## config.mk

```make
export PLATFORM = sky130hd
export DESIGN_NAME = f_pc_reg
export DESIGN_NICKNAME = d
export VERILOG_FILES = /design/src/rtl/f_pc_reg.sv
export SDC_FILE = /design/constraint.sdc
export NUM_CORES = 1
export LEC_CHECK = 0
export ABC_AREA = 1
export CAP_MARGIN = 10
export CORE_AREA = 2 2 102 104
export DETAILED_ROUTE_END_ITERATION = 16
export DIE_AREA = 0 0 104 106
export PLACE_DENSITY = 0.75
export SLEW_MARGIN = 20
export SYNTH_ARGS = -nofsm -noshare
export SYNTH_HDL_FRONTEND = slang
export SYNTH_SLANG_ARGS = --single-unit
```

## constraint.sdc

```tcl
create_clock -name clk -period 1.79 [get_ports clk]
set_clock_uncertainty 0.15 [all_clocks]
set_input_delay 0.358 -clock clk [delete_from_list [all_inputs] [get_ports clk]]
set_output_delay 0.358 -clock clk [all_outputs]
set_load 0.03 [all_outputs]
```

## src/rtl/f_pc_reg.sv

```systemverilog
// -----------------------------------------------------------------------------
// f_pc_reg
//   Fetch-stage PC register plus the F/D pipeline register of a five-stage MIPS
//   pipeline with precise exceptions. The PC register drives the instruction
//   memory address directly. The fetched word is screened for AdEL, and then
//   latched into F/D with its PC, delay-slot flag and exception code.
//
//   Update priority on every rising edge, highest first:
//     reset low  -> PC and F/D return to their reset values
//     Req        -> jump to EXC_ENTRY and flush D (overrides stall and eret)
//     stall      -> PC and F/D hold (eret_D ignored)
//     eret_D     -> PC <= NPC_F and flush D (eret has no delay slot)
//     otherwise  -> PC <= NPC_F and capture the fetched entry
//
// Ports
//   clk           in   clock, rising edge
//   reset         in   synchronous reset, active low
//   NPC_F         in   next fetch PC from the next-PC selector
//   BD_F          in   instruction in F is a delay slot
//   stall         in   hazard-unit stall request
//   Req           in   exception/interrupt taken this cycle
//   eret_D        in   eret is in D this cycle
//   i_inst_rdata  in   instruction word at i_inst_addr (combinational IM)
//   i_inst_addr   out  current fetch PC
//   INSTR_D       out  F/D instruction
//   PC_D          out  F/D PC
//   BD_D          out  F/D delay-slot flag
//   EXC_D         out  F/D exception code (0 none, 4 AdEL)
// -----------------------------------------------------------------------------
module f_pc_reg #(
  parameter logic [31:0] PC_RESET  = 32'h0000_3000,
  parameter logic [31:0] EXC_ENTRY = 32'h0000_4180,
  parameter logic [31:0] IM_BASE   = 32'h0000_3000,
  parameter logic [31:0] IM_TOP    = 32'h0000_6FFC
) (
  input  logic        clk,
  input  logic        reset,
  input  logic [31:0] NPC_F,
  input  logic        BD_F,
  input  logic        stall,
  input  logic        Req,
  input  logic        eret_D,
  input  logic [31:0] i_inst_rdata,
  output logic [31:0] i_inst_addr,
  output logic [31:0] INSTR_D,
  output logic [31:0] PC_D,
  output logic        BD_D,
  output logic [4:0]  EXC_D
);

  localparam logic [4:0] EXC_NONE = 5'd0;
  localparam logic [4:0] EXC_ADEL = 5'd4;

  logic [31:0] pc_q,    pc_d;
  logic [31:0] instr_q, instr_d;
  logic [31:0] pc_fd_q, pc_fd_d;
  logic        bd_q,    bd_d;
  logic [4:0]  exc_q,   exc_d;

  logic        adel_f;
  logic [31:0] instr_f;
  logic [4:0]  exc_f;

  // Fetch-address check. Unsigned compares; out-of-range or misaligned PCs
  // are fetched as a nop and tagged AdEL so the fault is raised precisely.
  always_comb begin
    adel_f  = (pc_q[1:0] != 2'b00) | (pc_q < IM_BASE) | (pc_q > IM_TOP);
    instr_f = adel_f ? 32'h0 : i_inst_rdata;
    exc_f   = adel_f ? EXC_ADEL : EXC_NONE;
  end

  always_comb begin
    pc_d    = pc_q;
    instr_d = instr_q;
    pc_fd_d = pc_fd_q;
    bd_d    = bd_q;
    exc_d   = exc_q;
    if (Req) begin
      // Bubble keeps a meaningful PC so EPC of an empty slot stays correct.
      pc_d    = EXC_ENTRY;
      instr_d = 32'h0;
      pc_fd_d = EXC_ENTRY;
      bd_d    = 1'b0;
      exc_d   = EXC_NONE;
    end else if (stall) begin
      // hold everything
    end else if (eret_D) begin
      // The word fetched behind eret is discarded.
      pc_d    = NPC_F;
      instr_d = 32'h0;
      pc_fd_d = pc_q;
      bd_d    = 1'b0;
      exc_d   = EXC_NONE;
    end else begin
      pc_d    = NPC_F;
      instr_d = instr_f;
      pc_fd_d = pc_q;
      bd_d    = BD_F;
      exc_d   = exc_f;
    end
  end

  always_ff @(posedge clk) begin
    if (!reset) begin
      pc_q    <= PC_RESET;
      instr_q <= 32'h0;
      pc_fd_q <= PC_RESET;
      bd_q    <= 1'b0;
      exc_q   <= EXC_NONE;
    end else begin
      pc_q    <= pc_d;
      instr_q <= instr_d;
      pc_fd_q <= pc_fd_d;
      bd_q    <= bd_d;
      exc_q   <= exc_d;
    end
  end

  assign i_inst_addr = pc_q;
  assign INSTR_D     = instr_q;
  assign PC_D        = pc_fd_q;
  assign BD_D        = bd_q;
  assign EXC_D       = exc_q;

endmodule

```

-- Yosys cells after proc, flatten, opt, wreduce, memory -nomap -nowiden
Index checks and enable logic that the tools add are counted.
- register bits: 102
- bits of input ports: 70
- output and inout port bits: 102
- word-level logic and storage cells: 24
- $lt $le $gt $ge: 2
- eq/ne operators: 1
- multiplexer cells: 9
- bitwise logic cells: 3
- reduce and logical (&&, ||, !) cells: 2
- operators by type and width (operator ; number):
    $mux 32 ; 2
    $mux 15 ; 4
    $gt 32x15->1 const B ; 1
    $lt 32x14->1 const B ; 1
    $mux 3 ; 2
    $ne 2x1->1 const B ; 1
    $or 1x1->1 ; 2
    $reduce_bool 2->1 ; 1
    $reduce_or 2->1 ; 1
    $mux 1 ; 1
    $not 1->1 ; 1

-- Longest topological paths before layout
- depth in word-level cells: 5
- gate-level depth with buffers: 8
- gate-level depth less buffers: 7

-- Least setup slack after synthesis
OpenSTA, ideal clock, no wires.
- path kind: register to register
- start: register pc_q[14], in the netlist i_inst_addr[14]
- end: register instr_q[10], in the netlist INSTR_D[10]
- setup time: 0.070 ns
- data arrival time: 1.277 ns
- data required time: 1.570 ns
- slack: 0.292 ns
- stages on the path, launching flop included: 8
- path buffers: 1
- period minus slack after synthesis: 1.498 ns
- path through: dfxtp_1 > inv_1 > nand2_1 > nand3_1 > nor2_4 > buf_6 > nand2_1 > a21oi_1
- word-level cells in the longest chain between the ends: 5
- elaborated cells between the ends (all ways): 6
- classes of those cells: order compare (2); mux (2); bitwise (2)
- RTL lines (what ; RTL line ; RTL):
    start: declaration ; 54 ; logic [31:0] pc_q, pc_d;
    start signal: assignment ; 111 ; pc_q <= pc_d;
    $lt 32x14->1 ; 67 ; adel_f = (pc_q[1:0] != 2'b00) | (pc_q < IM_BASE) | (pc_q > IM_TOP);
    $or 1x1->1 ; 67 ;
    $or 1x1->1 * ; 67 ;
    $mux 32 * ; 68 ; instr_f = adel_f ? 32'h0 : i_inst_rdata;
    $mux 32 * ; 87 ; end else if (eret_D) begin
    end signal: assignment ; 112 ; instr_q <= instr_d;
    end: declaration ; 55 ; logic [31:0] instr_q, instr_d;
Mark *: on every way between the ends. The rest lies on a longest branch, timed or not.
A chain may end at the register's enable or synchronous reset.

-- Worst setup path after layout
- start: register pc_q[25], in the netlist i_inst_addr[25]
- end: output port i_inst_addr[25]
- RTL lines (what ; RTL line ; RTL):
    end: declaration ; 44 ; output logic [31:0] i_inst_addr,
No word-level cell between the ends.

==> flow_summary.ini <==
[worst_setup_path]
crit_start = i_inst_addr[25]$_SDFFE_PP0N_
worst-path-max-fanout = 4
timing.rr.start = i_inst_addr[22]$_SDFFE_PP0N_
cpLargestDelayFamily = flip-flops
worstPathCellList = dlygate4sd2_1
critPathRequiredTime_ns = 1.28
crit_arrival_ns = 1.19
crit_path_start_kind = flip-flop
cp_slowest_stage_delay_ns = 0.42
critPathCaptureType = primary output
cp_num_buf_inv = 1
slowest_stage = dfxtp_1
crit_type = flip-flop to primary output

[sta]
tightest_slew_ns = 0.5099
hold_viol = 0
fin_tns_setup_ns = 0
period_share_pct = 95.03
rsz0062_at_grt = no
period_minus_slack_ns = 1.701
relSlewSlack_pct = 65.88
setup_violations = 0
fmax_ghz = 0.5879
slew_viol_final = 0

[detailed_routing]
wire_per_inst_microns = 13.04
avgViaCountPerCell = 4.643
dr.pass1.iters = 4
drt_iter0_drc = 145
routed_wl_microns = 10510
antenna_left = 0
vias = 3742
drc = 0

[final_layout]
syn2layout_area_growth_pct = 49.68
fin_nets = 735
final_cells = 806
antenna_cells = 0
post-route-util_pct = 57.72
drive_gt1_share_pct = 7.612
n_fill_cell = 965

[placed_design]
numPortBuffers = 167
dp.cells = 790
place_hpwl_microns = 7465
gp_congestion = 0.7859

[cts]
clock_sinks = 98
clk_path_buf_depth = 2
cts.clk_slew.worst_paths_ns = 0.10
post_cts_buffers = 0
ctsHtreeMaxLevel = 3
cts_tree = done
cts_buffers = 9
root_buffer = clkbuf_8
clk_latency_ns = 0.35

[pwr]
p_sw_mw = 1.169
p_total_mw = 4.520
seqPwrFrac_pct = 50.1
pwr-share-clk_pct = 35.4
leakage_nw = 2.590
vdd.ir_drop.worst_uv = 444.6
p_int_mw = 3.351
power_density_mw_per_mm2 = 783.1
p_comb_share_pct = 14.4
swShare_pct = 25.86

[synthesis]
yosysUniqueCellTypes = 19
ys_ff_latch = 98
synth_warnings = 0
syn_area_sq_mm = 0.003856
synth-seq-area-share_pct = 50.88
avgSynthCellArea_sq_um = 7.561
syn-instance-count = 510

[die]
start_util_pct = 38.56
ioPinCount = 172
die_w_microns = 104
die-area_sq_mm = 0.01102
core_region_area_sq_mm = 0.01000
die_h_microns = 106
placement_rows = 37

[grt]
grt_pass1_vias = 3588
antenna_found_initial = 0
grt_pass1_wl_microns = 17190
grt_usage_pct = 18.85
gr-total-overflow = 0
grt_max_degree = 55

[run_status]
status = finished clean

[flow_run]
cap_violations = 0

[min_path]
hold_path_class = input pin to flip-flop
worstHoldStart = stall
[worst paths after layout]
kind                         endpoint  slack (ns)  cells past startpoint
max                   i_inst_addr[25]        0.09                      1
min                 BD_D$_SDFFE_PP0N_        0.29                      4
min reg2reg     PC_D[29]$_SDFFE_PP0N_        0.32                      2
max reg2reg  INSTR_D[25]$_SDFFE_PP0N_        0.23                      6
[worst min-delay path: cells and delay by family]
family	cells	cell delay [ns]
buffers and inverters	1	0.19
and+or+nand+nor	2	0.14
AOI/OAI and AO/OA	1	0.05
[logic make-up after synthesis]
logic type             share of synthesized area, %
flip-flops                                    50.88
buffers and inverters                         9.669
AND/OR/NAND/NOR                               23.33
other                                       0.09725
AO/OA/AOI/OAI                                 16.03
[synthesized netlist by cell type, drive strengths merged]
| library cell | count | area [sq um] |
|---|---|---|
| buf | 21 | 158.9 |
| o21bai | 1 | 7.510 |
| nor3 | 7 | 35.03 |
| dfxtp | 98 | 1962 |
| a221o | 4 | 40.04 |
| or2 | 1 | 6.260 |
| a211oi | 10 | 75.07 |
| nor2 | 50 | 195.2 |
| a21oi | 84 | 495.5 |
| inv | 40 | 150.1 |
| clkbuf | 17 | 63.81 |
| nand3 | 2 | 10.01 |
| conb | 1 | 3.750 |
| nand2 | 174 | 653.1 |
[registers in the layout, indices dropped and copies added, names as in the netlist]
name,cells
BD_D,1
EXC_D,1
INSTR_D,32
PC_D,32
i_inst_addr,32
[area by class of cell]
cell class,count,area [sq um],area share [%]
Sequential cell,98,1962,33.99
Multi-Input combinational cell,337,1540,26.69
Clock buffer,11,141.4,2.450
Clock inverter,5,86.33,1.496
Timing Repair Buffer,179,1722,29.83
Tap cell,136,170.2,2.948
Inverter,40,150.1,2.601
[per-layer routing]
layer / up-vias / wire length, microns / track usage [%]
met4: 0 / 172 / 7.336
met2: 118 / 4922 / 30.87
li1: 1897 / - / -
met3: 15 / 650 / 4.844
met1: 1712 / 4767 / 23.87
met5: - / 0 / 0
[through the flow]
stage / instance area [sq um] / hold slack (ns) / setup slack [ns]
final: 5772 / 0.2862 / 0.08901
after global placement: 5662 / 0.3007 / 0.07841
after CTS: 5767 / 0.2746 / 0.07183
after floorplan: 3867 / 0.3506 / 0.2922
after global routing: 5772 / 0.3135 / 0.03393
after detailed placement: 5662 / 0.3070 / 0.005454
[what timing repair did]
action | CTS | global route
endpoints found under the setup margin | 98 | 3
gates resized for setup | 98 | 1
hold buffers | 0 | 0
[cells in the final DEF, fill, tap and decap left out]
master             n
a21oi_2           20
inv_1             39
buf_4              5
nor3_1             6
nand3_1            2
dfxtp_1           98
inv_6              1
nand2_1          174
buf_2              1
clkdlybuf4s50_1   68
conb_1             4
clkbuf_8          10
clkbuf_1           1
nor2_1            49
dlygate4sd2_1     98
bufinv_16          2
or2_4              1
buf_12             7
a221o_1            4
o21bai_1           1
a21oi_1           64
clkinv_1           1
nor3_2             1
nor2_4             1
clkinv_4           2
a211oi_1          10
[power by group through the flow]
| stage | combinational [mW] | sequential [mW] | clock [mW] |
|---|---|---|---|
| finish | 0.652 | 2.27 | 1.60 |
| global route | 0.706 | 2.27 | 1.71 |
| CTS | 0.655 | 2.27 | 1.65 |
| detailed placement | 0.686 | 2.32 | 0 |
| global placement | 0.679 | 2.32 | 0 |
| floorplan | 0.272 | 2.41 | 0 |
No activity file was read; power rests on OpenSTA's default activity.
==> RTL edit 1: new RTL, same flow settings <==
Take the reset off `instr_q` and load it in a clocked block of its own.
--- a/src/rtl/f_pc_reg.sv
+++ b/src/rtl/f_pc_reg.sv
@@ -103,17 +103,19 @@
   always_ff @(posedge clk) begin
     if (!reset) begin
       pc_q    <= PC_RESET;
-      instr_q <= 32'h0;
       pc_fd_q <= PC_RESET;
       bd_q    <= 1'b0;
       exc_q   <= EXC_NONE;
     end else begin
       pc_q    <= pc_d;
-      instr_q <= instr_d;
       pc_fd_q <= pc_fd_d;
       bd_q    <= bd_d;
       exc_q   <= exc_d;
     end
+  end
+
+  always_ff @(posedge clk) begin
+    instr_q <= instr_d;
   end
 
   assign i_inst_addr = pc_q;
Function: differs if reset is asserted again (counterexample within 4 cycles, from zero or initial values and one cycle with reset low); with reset held inactive, the same outputs for 10 cycles.
==> RTL edit 1 against the original RTL <==
  * Area after synthesis fell by 5.4%
  * Core utilization fell by 3.1 points
  * Clock power fell by 18%
  * Combinational power fell by 3.8%
  * Synthesized cell count fell by 13%
  * Sequential cell count did not move
  * Final area fell by 5.4%
  * Wire length fell by 6.4%
  * Worst setup slack got worse by 0.0031 ns
  * Power fell by 6.8%
  * Largest cell class unchanged
  * Highest routed layer unchanged
==> RTL edit 1: results (changes against the original RTL) <==
| Metric | Value |
|---|---|
| Most instantiated cells after synthesis | 182 x nand2_1, 98 x dfxtp_1, 55 x a21oi_1 (was 174 x nand2_1, 98 x dfxtp_1, 64 x a21oi_1) |
| Worst-Skew Late Latency | 0.35 ns (about the same) |
| Placed instance count | 728 (was 790) |
| Status | finished clean (unchanged) |
| Logic power comb | 0.627 mW (was 0.652 mW) |
| Comb power frac | 0.149 (was 0.144) |
| Clock group share of total power | 0.312 (was 0.354) |
| Total number of vias | 3,443 (was 3,742) |
| Fill count | 983 (was 965) |
| CTS H-tree depth | 3 (unchanged) |
| Internal Power | 3.06 mW (was 3.35 mW) |
| Area Growth Syn to Fin | 49.7% (about the same) |
| FF-to-FF End | INSTR_D[17] (was INSTR_D[25]) |
| LEAKAGE | 2.54 nW (was 2.59 nW) |
| Worst Reg-to-Reg Cells | 8 (was 6) |
| R2R setup slack | 0.29 ns (was 0.23 ns) |
| Dpl cell area | 5400 um^2 (was 5660 um^2) |
| Pin count of the biggest net entering global routing | 58 (was 55) |
| Total routed wirelength | 9840 um (was 10,500 um) |
| Seq/Total Area, Yosys | 0.538 (was 0.509) |
| Met3 wire length | 669 um (was 650 um) |
| Worst-path fanout max | 5 (was 4) |
| RR Startpoint | i_inst_addr[29] (was i_inst_addr[22]) |
| M1 WL | 4360 um (was 4770 um) |
| Routability cong. | 0.789 (was 0.786) |
| Met1 Use GR | 0.225 (was 0.239) |
| Compound-Gate Fraction of Synth Area | 0.103 (was 0.160) |
| Post-synthesis cell type count | 23 (was 19) |
| Pre-CTS setup slack | -0.0336 ns (was 0.00545 ns) |
| Top cells by area, synth | dfxtp_1 54%, nand2_1 19%, a21oi_1 7.5%, nand3_1 3.2%, nand3_2 3.0% (was dfxtp_1 51%, nand2_1 17%, a21oi_1 8.3%, nor2_1 4.8%, a21oi_2 4.5%) |
| DRT iter0 DRCs | 155 (was 145) |
| Mean Syn Cell Area | 8.18 um^2 (was 7.56 um^2) |
| First-pass GRT wire length | 15,700 um (was 17,200 um) |
| Nets | 673 (was 735) |
| IR drop worst, VDD | 0.000439 V (was 0.000445 V) |
| Vias in the first global route | 3,175 (was 3,588) |
| Met2 wire length | 4700 um (was 4920 um) |
| Met3 usage | 0.0472 (was 0.0484) |
| DR vias/cell | 4.63 (was 4.64) |
| Total GRT Usage | 0.176 (was 0.188) |
## RTL edit 1: changes by cell type in the layout (fill, tap and decap cells not counted), sizes merged, moves of 2 or more
cell,delta
nor2,-35
bufinv,-2
nand2,+8
inv,-33
a211oi,-4
nand3,+32
a21oi,-28
## RTL edit 1: worst max path at each step
stage / startpoint / end / slack, ns / cells after the start
after floorplan: i_inst_addr[14] / INSTR_D[0] / 0.34 / 7
after global placement: Req / i_inst_addr[31] / 0.02 / 4
after detailed placement: Req / PC_D[10] / -0.03 / 4
after CTS: i_inst_addr[12] / i_inst_addr[12] / 0.06 / 1
after global routing: i_inst_addr[12] / i_inst_addr[12] / 0.007 / 1
final: i_inst_addr[13] / i_inst_addr[13] / 0.09 / 1
## RTL edit 1: layout make-up
type                       count  area share
sequential                    98       0.359
multi-input combinational    310       0.261
timing repair buffer         178       0.312
inverter                       6     0.00413
clock inverter                 5     0.00711
clock buffer                  11      0.0259
tap                          136      0.0312
==> RTL edit 2: new RTL, same settings <==
Made on the original files. Set the parameter `EXC_ENTRY` to 32'h00004000 (it was 32'h0000_4180).
--- a/src/rtl/f_pc_reg.sv
+++ b/src/rtl/f_pc_reg.sv
@@ -29,7 +29,7 @@
 // -----------------------------------------------------------------------------
 module f_pc_reg #(
   parameter logic [31:0] PC_RESET  = 32'h0000_3000,
-  parameter logic [31:0] EXC_ENTRY = 32'h0000_4180,
+  parameter logic [31:0] EXC_ENTRY = 32'h00004000,
   parameter logic [31:0] IM_BASE   = 32'h0000_3000,
   parameter logic [31:0] IM_TOP    = 32'h0000_6FFC
 ) (
Function: changed (Yosys sat finds a counterexample within 4 cycles, from zero or initial values and one cycle with reset low).
==> RTL edit 2 against the original RTL <==
  * Wire length fell by 0.14%
  * Core utilization rose by 0.53 points
  * Power rose by 2.9%
  * Sequential cell count did not move
  * Area after synthesis rose by 2.3%
  * Worst setup slack got worse by 0.015 ns
  * Final area rose by 0.91%
  * Synthesized cell count rose by 0.20%
  * Critical endpoint is now i_inst_addr[13]
  * Global-route usage fell by 0.25 points
  * Fmax fell by 0.86%
==> RTL edit 2: results (changes against the original RTL) <==
| Metric | Value |
|---|---|
| Status | finished clean (unchanged) |
| Placed instance count | 792 (was 790) |
| PortBufs | 167 (unchanged) |
| Worst-path fanout max | 5 (was 4) |
| FF-to-FF End | INSTR_D[30] (was INSTR_D[25]) |
| Critical path startpoint | i_inst_addr[13] (was i_inst_addr[25]) |
| Fraction of layout cells with a size suffix above 1 | 0.0996 (was 0.0761) |
| LEAKAGE | 2.61 nW (was 2.59 nW) |
| Initial antenna violation count | 0 (unchanged) |
| Vias in the first global route | 3,480 (was 3,588) |
| First-pass GRT wire length | 16,700 um (was 17,200 um) |
| Wire per inst | 13.0 um (about the same) |
| Worst hold start | PC_D[25] (was stall) |
| CTS H-tree depth | 3 (unchanged) |
| Post-DP HPWL | 7280 um (was 7470 um) |
| Hold Path Class | register to register (was input port to register) |
| Internal Power | 3.50 mW (was 3.35 mW) |
| Slowest Stage Delay on Critical Path | 0.45 ns (was 0.42 ns) |
| Pin count of the biggest net entering global routing | 52 (was 55) |
| Max Fclk | 583 MHz (was 588 MHz) |
| Capture point of the worst path | i_inst_addr[13] (was i_inst_addr[25]) |
| DR pass1 iterations | 4 (unchanged) |
| Total GRT Usage | 0.186 (was 0.188) |
| Hold path cells | 2 (was 4) |
| Total number of vias | 3,726 (was 3,742) |
| Worst hold margin | 0.304 ns (was 0.286 ns) |
| # diodes | 0 (unchanged) |
| Routability cong. | 0.753 (was 0.786) |
| Clk slew on worst S/H paths | 0.09 ns |
| Worst Reg-to-Reg Cells | 5 (was 6) |
| Seq/Total Area, Yosys | 0.497 (was 0.509) |
| CTS Buffer Depth | 2 (unchanged) |
| Post-synthesis cell type count | 27 (was 19) |
| Hold Path Sink | PC_D[25] (was BD_D) |
| CP delay by family, top | buffers and inverters (was flip-flops) |
| Root buf cell | clkbuf_8 (unchanged) |
| DRT iter0 DRCs | 78 (was 145) |
| Number of setup buffers added after CTS | 0 (unchanged) |
| Synth warn | 0 (unchanged) |
| Total routed wirelength | 10,500 um (about the same) |
| Mean Syn Cell Area | 7.72 um^2 (was 7.56 um^2) |
| Nets | 738 (was 735) |
| Worst-Skew Late Latency | 0.36 ns |
| Slowest CP cell | dlygate4sd2_1 (was dfxtp_1) |
| Top cells by area, synth | dfxtp_1 50%, nand2_1 17%, a21oi_1 7.4%, a21oi_2 6.7%, nor2_1 4.5% (was dfxtp_1 51%, nand2_1 17%, a21oi_1 8.3%, nor2_1 4.8%, a21oi_2 4.5%) |
| IR drop worst, VDD | 0.000471 V (was 0.000445 V) |
| RR Startpoint | i_inst_addr[23] (was i_inst_addr[22]) |
| Most instantiated cells after synthesis | 181 x nand2_1, 98 x dfxtp_1, 58 x a21oi_1 (was 174 x nand2_1, 98 x dfxtp_1, 64 x a21oi_1) |
| Max_slew headroom | 0.647 (was 0.659) |
| R2R setup slack | 0.11 ns (was 0.23 ns) |
| CP Data Arrival Time | 1.21 ns (was 1.19 ns) |
| Pre-CTS setup slack | -0.0228 ns (was 0.00545 ns) |
| Dpl cell area | 5680 um^2 (was 5660 um^2) |
## RTL edit 2: cell count changes after synthesis, moves of 5 or more
cell,before,now
nand2_1,174,181
a21oi_2,20,30
a21oi_1,64,58
buf_1,5,0
clkbuf_1,17,7
buf_2,4,16
nor3_1,7,2
## RTL edit 2: timing repair
action                     CTS  global route
hold buffers                 0             0
setup endpoints to repair   98             1
pin swaps                    0             2
gates cloned                 0             1
resized for setup           98             0
## RTL edit 2: routing by layer
metal | wire length [um] | global-route usage
met1 | 4630 | 0.232
met2 | 4990 | 0.304
met3 | 623 | 0.0448
met4 | 253 | 0.0898
met5 | 0 | 0
## RTL edit 2: power groups by stage
stage | clock network (mW) | registers (mW) | logic (mW)
floorplan | 0 | 2.39 | 0.294
global placement | 0 | 2.31 | 0.651
detailed placement | 0 | 2.31 | 0.657
CTS | 1.78 | 2.26 | 0.631
global route | 1.87 | 2.27 | 0.690
finish | 1.75 | 2.26 | 0.638
## RTL edit 2: kinds of logic (layout without fill, tap and decap cells)
group	Yosys count	in the layout	share of synthesized area
buffers and inverters	75	233	0.101
other	1	4	0.000951
AOI/OAI and AO/OA	99	99	0.164
and+or+nand+nor	238	239	0.237
DFF	98	98	0.497
## RTL edit 2: final cells by class
| cell class | count | area, um^2 |
|---|---|---|
| Fill cell | 988 | 4180 |
| Clock buffer | 12 | 155 |
| Multi-Input combinational cell | 342 | 1610 |
| Timing Repair Buffer | 179 | 1690 |
| Inverter | 38 | 143 |
| Clock inverter | 4 | 97.6 |
| Tap cell | 136 | 170 |
| Sequential cell | 98 | 1960 |
